--- config.mk ---
export PLATFORM = sky130hd
export DESIGN_NAME = pong_bounce_ctrl
export DESIGN_NICKNAME = d
export VERILOG_FILES = /design/src/rtl/pong_pkg.sv /design/src/rtl/pong_score_cnt.sv /design/src/rtl/pong_bounce_ctrl.sv
export SDC_FILE = /design/constraint.sdc
export NUM_CORES = 1
export LEC_CHECK = 0
export BUFFER_PORTS_ARGS = -buffer_cell sky130_fd_sc_hd__buf_4
export CORE_MARGIN = 2
export CORE_UTILIZATION = 35
export DETAILED_ROUTE_END_ITERATION = 12
export PLACE_DENSITY = 0.54
export SETUP_SLACK_MARGIN = 0.3
export SLEW_MARGIN = 0
export SYNTH_ARGS = -nofsm -noshare
export SYNTH_HDL_FRONTEND = slang
export SYNTH_SLANG_ARGS = --single-unit
--- constraint.sdc ---
create_clock -name clk -period 3.3 [get_ports clk]
set_input_delay 0.495 -clock clk [delete_from_list [all_inputs] [get_ports clk]]
set_output_delay 0.495 -clock clk [all_outputs]
set_load 0.02 [all_outputs]
--- src/rtl/pong_pkg.sv ---
// pong_pkg: shared encodings for the pong ball controller.
// Direction codes, FSM states, playfield defaults and paddle helper.
package pong_pkg;

    localparam int WIDTH_DEF        = 8;
    localparam int BIT_OF_WIDTH_DEF = 3;

    localparam logic [1:0] DIR_HOLD = 2'b00;
    localparam logic [1:0] DIR_POS  = 2'b01;
    localparam logic [1:0] DIR_NEG  = 2'b11;

    typedef enum logic [1:0] {
        SERVE,
        PLAY,
        POINT,
        OVER
    } state_t;

    // Widened compare so paddle + len - 1 never wraps.
    function automatic logic paddle_covers(
        input logic [15:0] paddle,
        input logic [15:0] y,
        input logic [15:0] len
    );
        return (y >= paddle) && (y <= paddle + len - 16'd1);
    endfunction

endpackage

--- src/rtl/pong_score_cnt.sv ---
// pong_score_cnt: 4-bit saturating score counter.
// win flags when the score equals WIN_SCORE.
module pong_score_cnt
    import pong_pkg::*;
#(
    parameter int WIN_SCORE = 5
) (
    input  logic       clk,
    input  logic       rst_n,
    input  logic       inc,
    output logic [3:0] score,
    output logic       win
);

    // Count points, holding at 15.
    always_ff @(posedge clk or negedge rst_n) begin
        if (!rst_n) begin
            score <= 4'd0;
        end else if (inc && (score != 4'hF)) begin
            score <= score + 4'd1;
        end
    end

    assign win = (score == 4'(WIN_SCORE));

endmodule

--- src/rtl/pong_bounce_ctrl.sv ---
// pong_bounce_ctrl: ball direction, scoring and serve/play/point/over FSM.
// Optional macro PONG_SPIN_EN: paddle edge hits steer y direction.
module pong_bounce_ctrl
    import pong_pkg::*;
#(
    parameter int WIDTH        = WIDTH_DEF,
    parameter int BIT_OF_WIDTH = BIT_OF_WIDTH_DEF,
    parameter int PADDLE_LEN   = 3,
    parameter int WIN_SCORE    = 5,
    parameter int HOLD_CYCLES  = 1024
) (
    input  logic                    clk,
    input  logic                    rst_n,
    input  logic [BIT_OF_WIDTH-1:0] x_pos,
    input  logic [BIT_OF_WIDTH-1:0] y_pos,
    input  logic [BIT_OF_WIDTH-1:0] paddle_l,
    input  logic [BIT_OF_WIDTH-1:0] paddle_r,
    input  logic                    serve,
    output logic [3:0]              vector,
    output logic                    en,
    output logic                    endgame,
    output logic [3:0]              score_l,
    output logic [3:0]              score_r
);

    localparam int HOLD_W = $clog2(HOLD_CYCLES + 1);

    localparam logic [BIT_OF_WIDTH-1:0] POS_MAX =
        BIT_OF_WIDTH'(WIDTH - 1);
    localparam logic [BIT_OF_WIDTH-1:0] HIT_L_X =
        BIT_OF_WIDTH'(1);
    localparam logic [BIT_OF_WIDTH-1:0] HIT_R_X =
        BIT_OF_WIDTH'(WIDTH - 2);
    localparam logic [HOLD_W-1:0] HOLD_LAST =
        HOLD_W'(HOLD_CYCLES - 1);

    state_t state_q;
    state_t state_d;

    logic [3:0] vector_d;
    logic       en_d;
    logic       endgame_d;

    // 1 = right player lost the last point
    logic loser_r_q;
    logic loser_r_d;

    logic [2*BIT_OF_WIDTH-1:0] pos_q;
    logic [HOLD_W-1:0]         hold_q;
    logic [HOLD_W-1:0]         hold_d;

    logic       moved;
    logic       hit_l;
    logic       hit_r;
    logic       win_l;
    logic       win_r;
    logic       inc_l;
    logic       inc_r;
    logic [1:0] x_dir;
    logic [1:0] y_dir;
    logic [1:0] bx_dir;
    logic [1:0] by_dir;
    logic [1:0] serve_x;

    assign x_dir   = vector[3:2];
    assign y_dir   = vector[1:0];
    assign moved   = ({x_pos, y_pos} != pos_q);
    assign serve_x = loser_r_q ? DIR_POS : DIR_NEG;

`ifdef PONG_SPIN_EN
    localparam logic [BIT_OF_WIDTH:0] SPAN =
        (BIT_OF_WIDTH + 1)'(PADDLE_LEN - 1);

    logic [BIT_OF_WIDTH-1:0] hit_p;
    logic                    top;
    logic                    bot;
`endif

    // Wall and paddle bounce evaluation at the current ball position.
    always_comb begin
        hit_l = (x_pos == HIT_L_X) && (x_dir == DIR_NEG) &&
                paddle_covers(16'(paddle_l), 16'(y_pos),
                              16'(PADDLE_LEN));
        hit_r = (x_pos == HIT_R_X) && (x_dir == DIR_POS) &&
                paddle_covers(16'(paddle_r), 16'(y_pos),
                              16'(PADDLE_LEN));
        bx_dir = x_dir;
        by_dir = y_dir;
        if (hit_l) bx_dir = DIR_POS;
        if (hit_r) bx_dir = DIR_NEG;
        if ((y_pos == '0) && (y_dir == DIR_NEG)) begin
            by_dir = DIR_POS;
        end else if ((y_pos == POS_MAX) && (y_dir == DIR_POS)) begin
            by_dir = DIR_NEG;
        end
`ifdef PONG_SPIN_EN
        hit_p = hit_l ? paddle_l : paddle_r;
        top   = (hit_l || hit_r) && (y_pos == hit_p);
        bot   = (hit_l || hit_r) &&
                ({1'b0, y_pos} == ({1'b0, hit_p} + SPAN));
        if (top) begin
            by_dir = DIR_NEG;
        end else if (bot) begin
            by_dir = DIR_POS;
        end
        if (top || bot) begin
            if (y_pos == '0) begin
                by_dir = DIR_POS;
            end else if (y_pos == POS_MAX) begin
                by_dir = DIR_NEG;
            end
        end
`endif
    end

    // Next-state and registered-output logic for the game sequence.
    always_comb begin
        state_d   = state_q;
        vector_d  = vector;
        en_d      = 1'b0;
        endgame_d = 1'b0;
        loser_r_d = loser_r_q;
        hold_d    = hold_q;
        inc_l     = 1'b0;
        inc_r     = 1'b0;
        unique case (state_q)
            SERVE: begin
                vector_d = {serve_x, DIR_POS};
                if (serve) begin
                    state_d = PLAY;
                    en_d    = 1'b1;
                end
            end
            PLAY: begin
                en_d = 1'b1;
                if (moved) begin
                    if (x_pos == '0) begin
                        state_d   = POINT;
                        en_d      = 1'b0;
                        inc_r     = 1'b1;
                        loser_r_d = 1'b0;
                        hold_d    = '0;
                    end else if (x_pos == POS_MAX) begin
                        state_d   = POINT;
                        en_d      = 1'b0;
                        inc_l     = 1'b1;
                        loser_r_d = 1'b1;
                        hold_d    = '0;
                    end else begin
                        vector_d = {bx_dir, by_dir};
                    end
                end
            end
            POINT: begin
                vector_d = {serve_x, DIR_POS};
                if (hold_q == HOLD_LAST) begin
                    hold_d = '0;
                    if (win_l || win_r) begin
                        state_d   = OVER;
                        endgame_d = 1'b1;
                    end else begin
                        state_d = SERVE;
                    end
                end else begin
                    hold_d = hold_q + HOLD_W'(1);
                end
            end
            OVER: begin
                vector_d  = {DIR_HOLD, DIR_HOLD};
                endgame_d = 1'b1;
            end
            default: state_d = SERVE;
        endcase
    end

    // State, outputs, position shadow and point hold counter.
    always_ff @(posedge clk or negedge rst_n) begin
        if (!rst_n) begin
            state_q   <= SERVE;
            vector    <= {DIR_POS, DIR_POS};
            en        <= 1'b0;
            endgame   <= 1'b0;
            loser_r_q <= 1'b0;
            pos_q     <= '0;
            hold_q    <= '0;
        end else begin
            state_q   <= state_d;
            vector    <= vector_d;
            en        <= en_d;
            endgame   <= endgame_d;
            loser_r_q <= loser_r_d;
            pos_q     <= {x_pos, y_pos};
            hold_q    <= hold_d;
        end
    end

    pong_score_cnt #(
        .WIN_SCORE (WIN_SCORE)
    ) u_score_l (
        .clk   (clk),
        .rst_n (rst_n),
        .inc   (inc_l),
        .score (score_l),
        .win   (win_l)
    );

    pong_score_cnt #(
        .WIN_SCORE (WIN_SCORE)
    ) u_score_r (
        .clk   (clk),
        .rst_n (rst_n),
        .inc   (inc_r),
        .score (score_r),
        .win   (win_r)
    );

endmodule

==> flow_summary.json <==
{
  "cts_sinks": 34,
  "grt-ovfl-total": 0,
  "antenna_found_initial": 0,
  "grt_pass1_wl_mm": 7.51,
  "track_usage": 0.134,
  "wl_per_cell_um": 13.6,
  "avgViaCountPerCell": 5.13,
  "clk_latency_ns": 0.29,
  "gp_congestion": 0.764,
  "grt.busiest_layer": "met2",
  "avgSynthCellArea_um2": 9.82,
  "drive_gt1_frac": 0.207,
  "cts_tree": "built",
  "hp-class": "in2async",
  "synth_edf_count": 0,
  "grt_max_degree": 35,
  "die-area_um2": 6930,
  "grtUsageMet2": 0.207,
  "met1_usage": 0.185,
  "ir_drop_mv": 0.258,
  "netlist_area_um2": 2200,
  "place_area_um2": 2480,
  "slew_viol_final": 0,
  "worstSetupPathDepth": 6,
  "finalSetupViolCount": 0,
  "firstDrtPassIters": 4,
  "fin_skew_ns": 0.0127,
  "htreeDepth": 2,
  "worst-path-buf-inv": 1,
  "slew_headroom": 0.601,
  "max_cap_viol_count": 0,
  "vias": 1698,
  "worstSetupEndpointType": "flop",
  "status": "finished clean",
  "critPathLaunchType": "flop",
  "cts_root_buf": "clkbuf_8",
  "place_hpwl_mm": 3.34,
  "grtUsageMet3": 0.0328,
  "antenna_cells": 0,
  "async_flop_share": 1.00,
  "cp_cell_sequence": "inv_1 > ha_1 > nand3_1 > o211ai_4 > or2_1 > o31ai_2",
  "fin_crit_sh": 0.666,
  "fmax_ghz": 0.455,
  "postCtsSetupBuffers": 0,
  "path_class": "reg2reg",
  "wirelength_mm": 4.49,
  "cp.required_ns": 3.47,
  "synth-warning-count": 0,
  "port_buffers": 28,
  "rows": 28,
  "die_w_um": 83.3,
  "ys_seq_area_frac": 0.388,
  "nets": 292,
  "grt_pass1_vias": 1575,
  "ant_nets": 0,
  "die_h_um": 83.3,
  "cts_buffers": 5,
  "syn-instance-count": 224,
  "drtIter0Drc": 59,
  "final_area_um2": 2590,
  "ys_types": 48,
  "cp_slowest_cell": "ha_1",
  "ios": 29,
  "cts_resized": 0,
  "rsz0062_at_grt": "no",
  "worstPathMaxFanout": 15,
  "cts_hold_buf": 0,
  "tns_ns": 0,
  "reg2reg_depth": 6,
  "post-place-ws_ns": 1.10,
  "period_needed_ns": 2.20,
  "drc": 0,
  "cp.arrival_ns": 2.37,
  "fillCellCount": 577,
  "clock_path_buffers": 2,
  "p_leak_nw": 1.18,
  "clkTransAtPathRegs_ns": 0.08,
  "power.density_nw_per_um2": 340,
  "slowest_delay_ns": 0.46,
  "syn_to_final_growth_pct": 17.7,
  "final-hold-violation-count": 0,
  "synth-seq-cells": 34,
  "setup_ws_ns": 1.10,
  "worst_pin_slew_ns": 0.597,
  "yosys_most_used_dff": "dfrtp_1",
  "path_delay_family": "simple AND/OR/NAND/NOR gates",
  "syn_nets": 261,
  "initial_utilization": 0.367,
  "design.core.area_um2": 5990
}
[metal layers]
metal	vias to the layer above	wire [µm]	share of wire
met1	786	2260	0.50
met5	-	0	0
li1	866	-	-
met2	39	2000	0.44
met4	0	53	0.012
met3	7	183	0.041
[cell usage after synthesis, types with 2 or more instances]
cell type,count,share of area
xor2_1,6,0.024
nand4_1,2,0.0057
xnor2_1,6,0.024
nand2b_1,2,0.0057
nor2b_1,6,0.017
nand3b_1,3,0.010
clkbuf_1,2,0.0034
a21o_1,4,0.014
a311oi_1,3,0.012
or4b_1,2,0.0091
nand2_1,13,0.022
mux2i_1,5,0.023
dfstp_2,2,0.024
a21oi_1,7,0.016
and2_1,2,0.0057
nand3_1,16,0.036
o21ai_1,5,0.011
ha_1,22,0.13
o31ai_2,3,0.017
nor3_1,8,0.018
o21ai_0,9,0.020
dfrtp_1,32,0.36
nor2_1,17,0.029
o41ai_2,2,0.015
inv_1,18,0.031
o31ai_1,5,0.017
[cells in the final DEF (no fill, tap or decap), types with 2 or more instances in the layout]
cell type,Yosys,routed
dfrtp_1,32,32
buf_4,0,28
ha_1,22,22
inv_1,18,18
nor2_1,17,17
nand3_1,16,16
nand2_1,13,13
o21ai_0,9,9
nor3_1,8,8
clkbuf_8,0,8
a21oi_1,7,7
xnor2_1,6,6
xor2_1,6,6
nor2b_1,6,6
o21ai_1,5,5
o31ai_1,5,5
mux2i_1,5,5
a21o_1,4,4
nand3b_1,3,3
a311oi_1,3,3
o31ai_2,3,3
nand4_1,2,2
and2_1,2,2
o41ai_2,2,2
or4b_1,2,2
nand2b_1,2,2
dfstp_2,2,2
[worst reg2reg max path: cells and delay by family, from the launching register on]
kind	cells	cell delay (ns)
AO/OA/AOI/OAI	2	0.52
adder cells (fa/ha/maj)	1	0.46
buffers and inverters	1	0.11
flip-flops	1	0.42
AND/OR/NAND/NOR	2	0.57
[power breakdown]
group | switching [mW] | internal, mW
combinational | 0.0495 | 0.0367
sequential | 0.00152 | 0.420
clock | 0.161 | 0.211
total | 0.212 | 0.668
[cells by family after synthesis]
kind of cell | share of synthesized area
flops | 0.388
fa+ha+maj | 0.125
buf+inv | 0.0415
xor+xnor | 0.0478
simple gates | 0.192
mux | 0.0228
compound gates | 0.183
[layout make-up]
class | instances | area (µm²) | area share
multi-input cells | 168 | 1250 | 0.485
flip-flops and latches | 34 | 853 | 0.329
repair buffers | 28 | 210 | 0.0812
clock buffers | 8 | 110 | 0.0425
well taps | 75 | 93.8 | 0.0362
inverters | 18 | 67.6 | 0.0261
[flip-flops by register name (all words and copies together), names as in the netlist]
signal,count
hold_q,11
pos_q,6
u_score_l.score,4
u_score_r.score,4
vector,4
state_q,2
en,1
endgame,1
loser_r_q,1
[path summary, 6_finish.rpt]
| path | start | to | slack (ns) |
|---|---|---|---|
| min in group clk | y_pos[0] | pos_q[0] | 0.35 |
| hold / removal | rst_n | hold_q[3] | 0.13 |
| setup / recovery | state_q[1] | hold_q[3] | 1.10 |
| setup reg to reg | state_q[1] | hold_q[3] | 1.10 |
| max in group asynchronous | rst_n | vector[2] | 2.81 |
| hold reg to reg | u_score_l.score[3] | u_score_l.score[3] | 0.52 |
[per-stage QoR]
stage | util | power (mW) | hold WS, ns | cells
after global placement | 0.414 | 0.517 | 0.480 | 323
after global routing | 0.432 | 0.925 | 0.182 | 331
final | 0.432 | 0.880 | 0.135 | 331
after detailed placement | 0.414 | 0.517 | 0.481 | 323
after floorplan | - | 0.477 | 0.199 | 224
after CTS | 0.432 | 0.890 | 0.162 | 331
No activity file was read; power rests on OpenSTA's default activity.
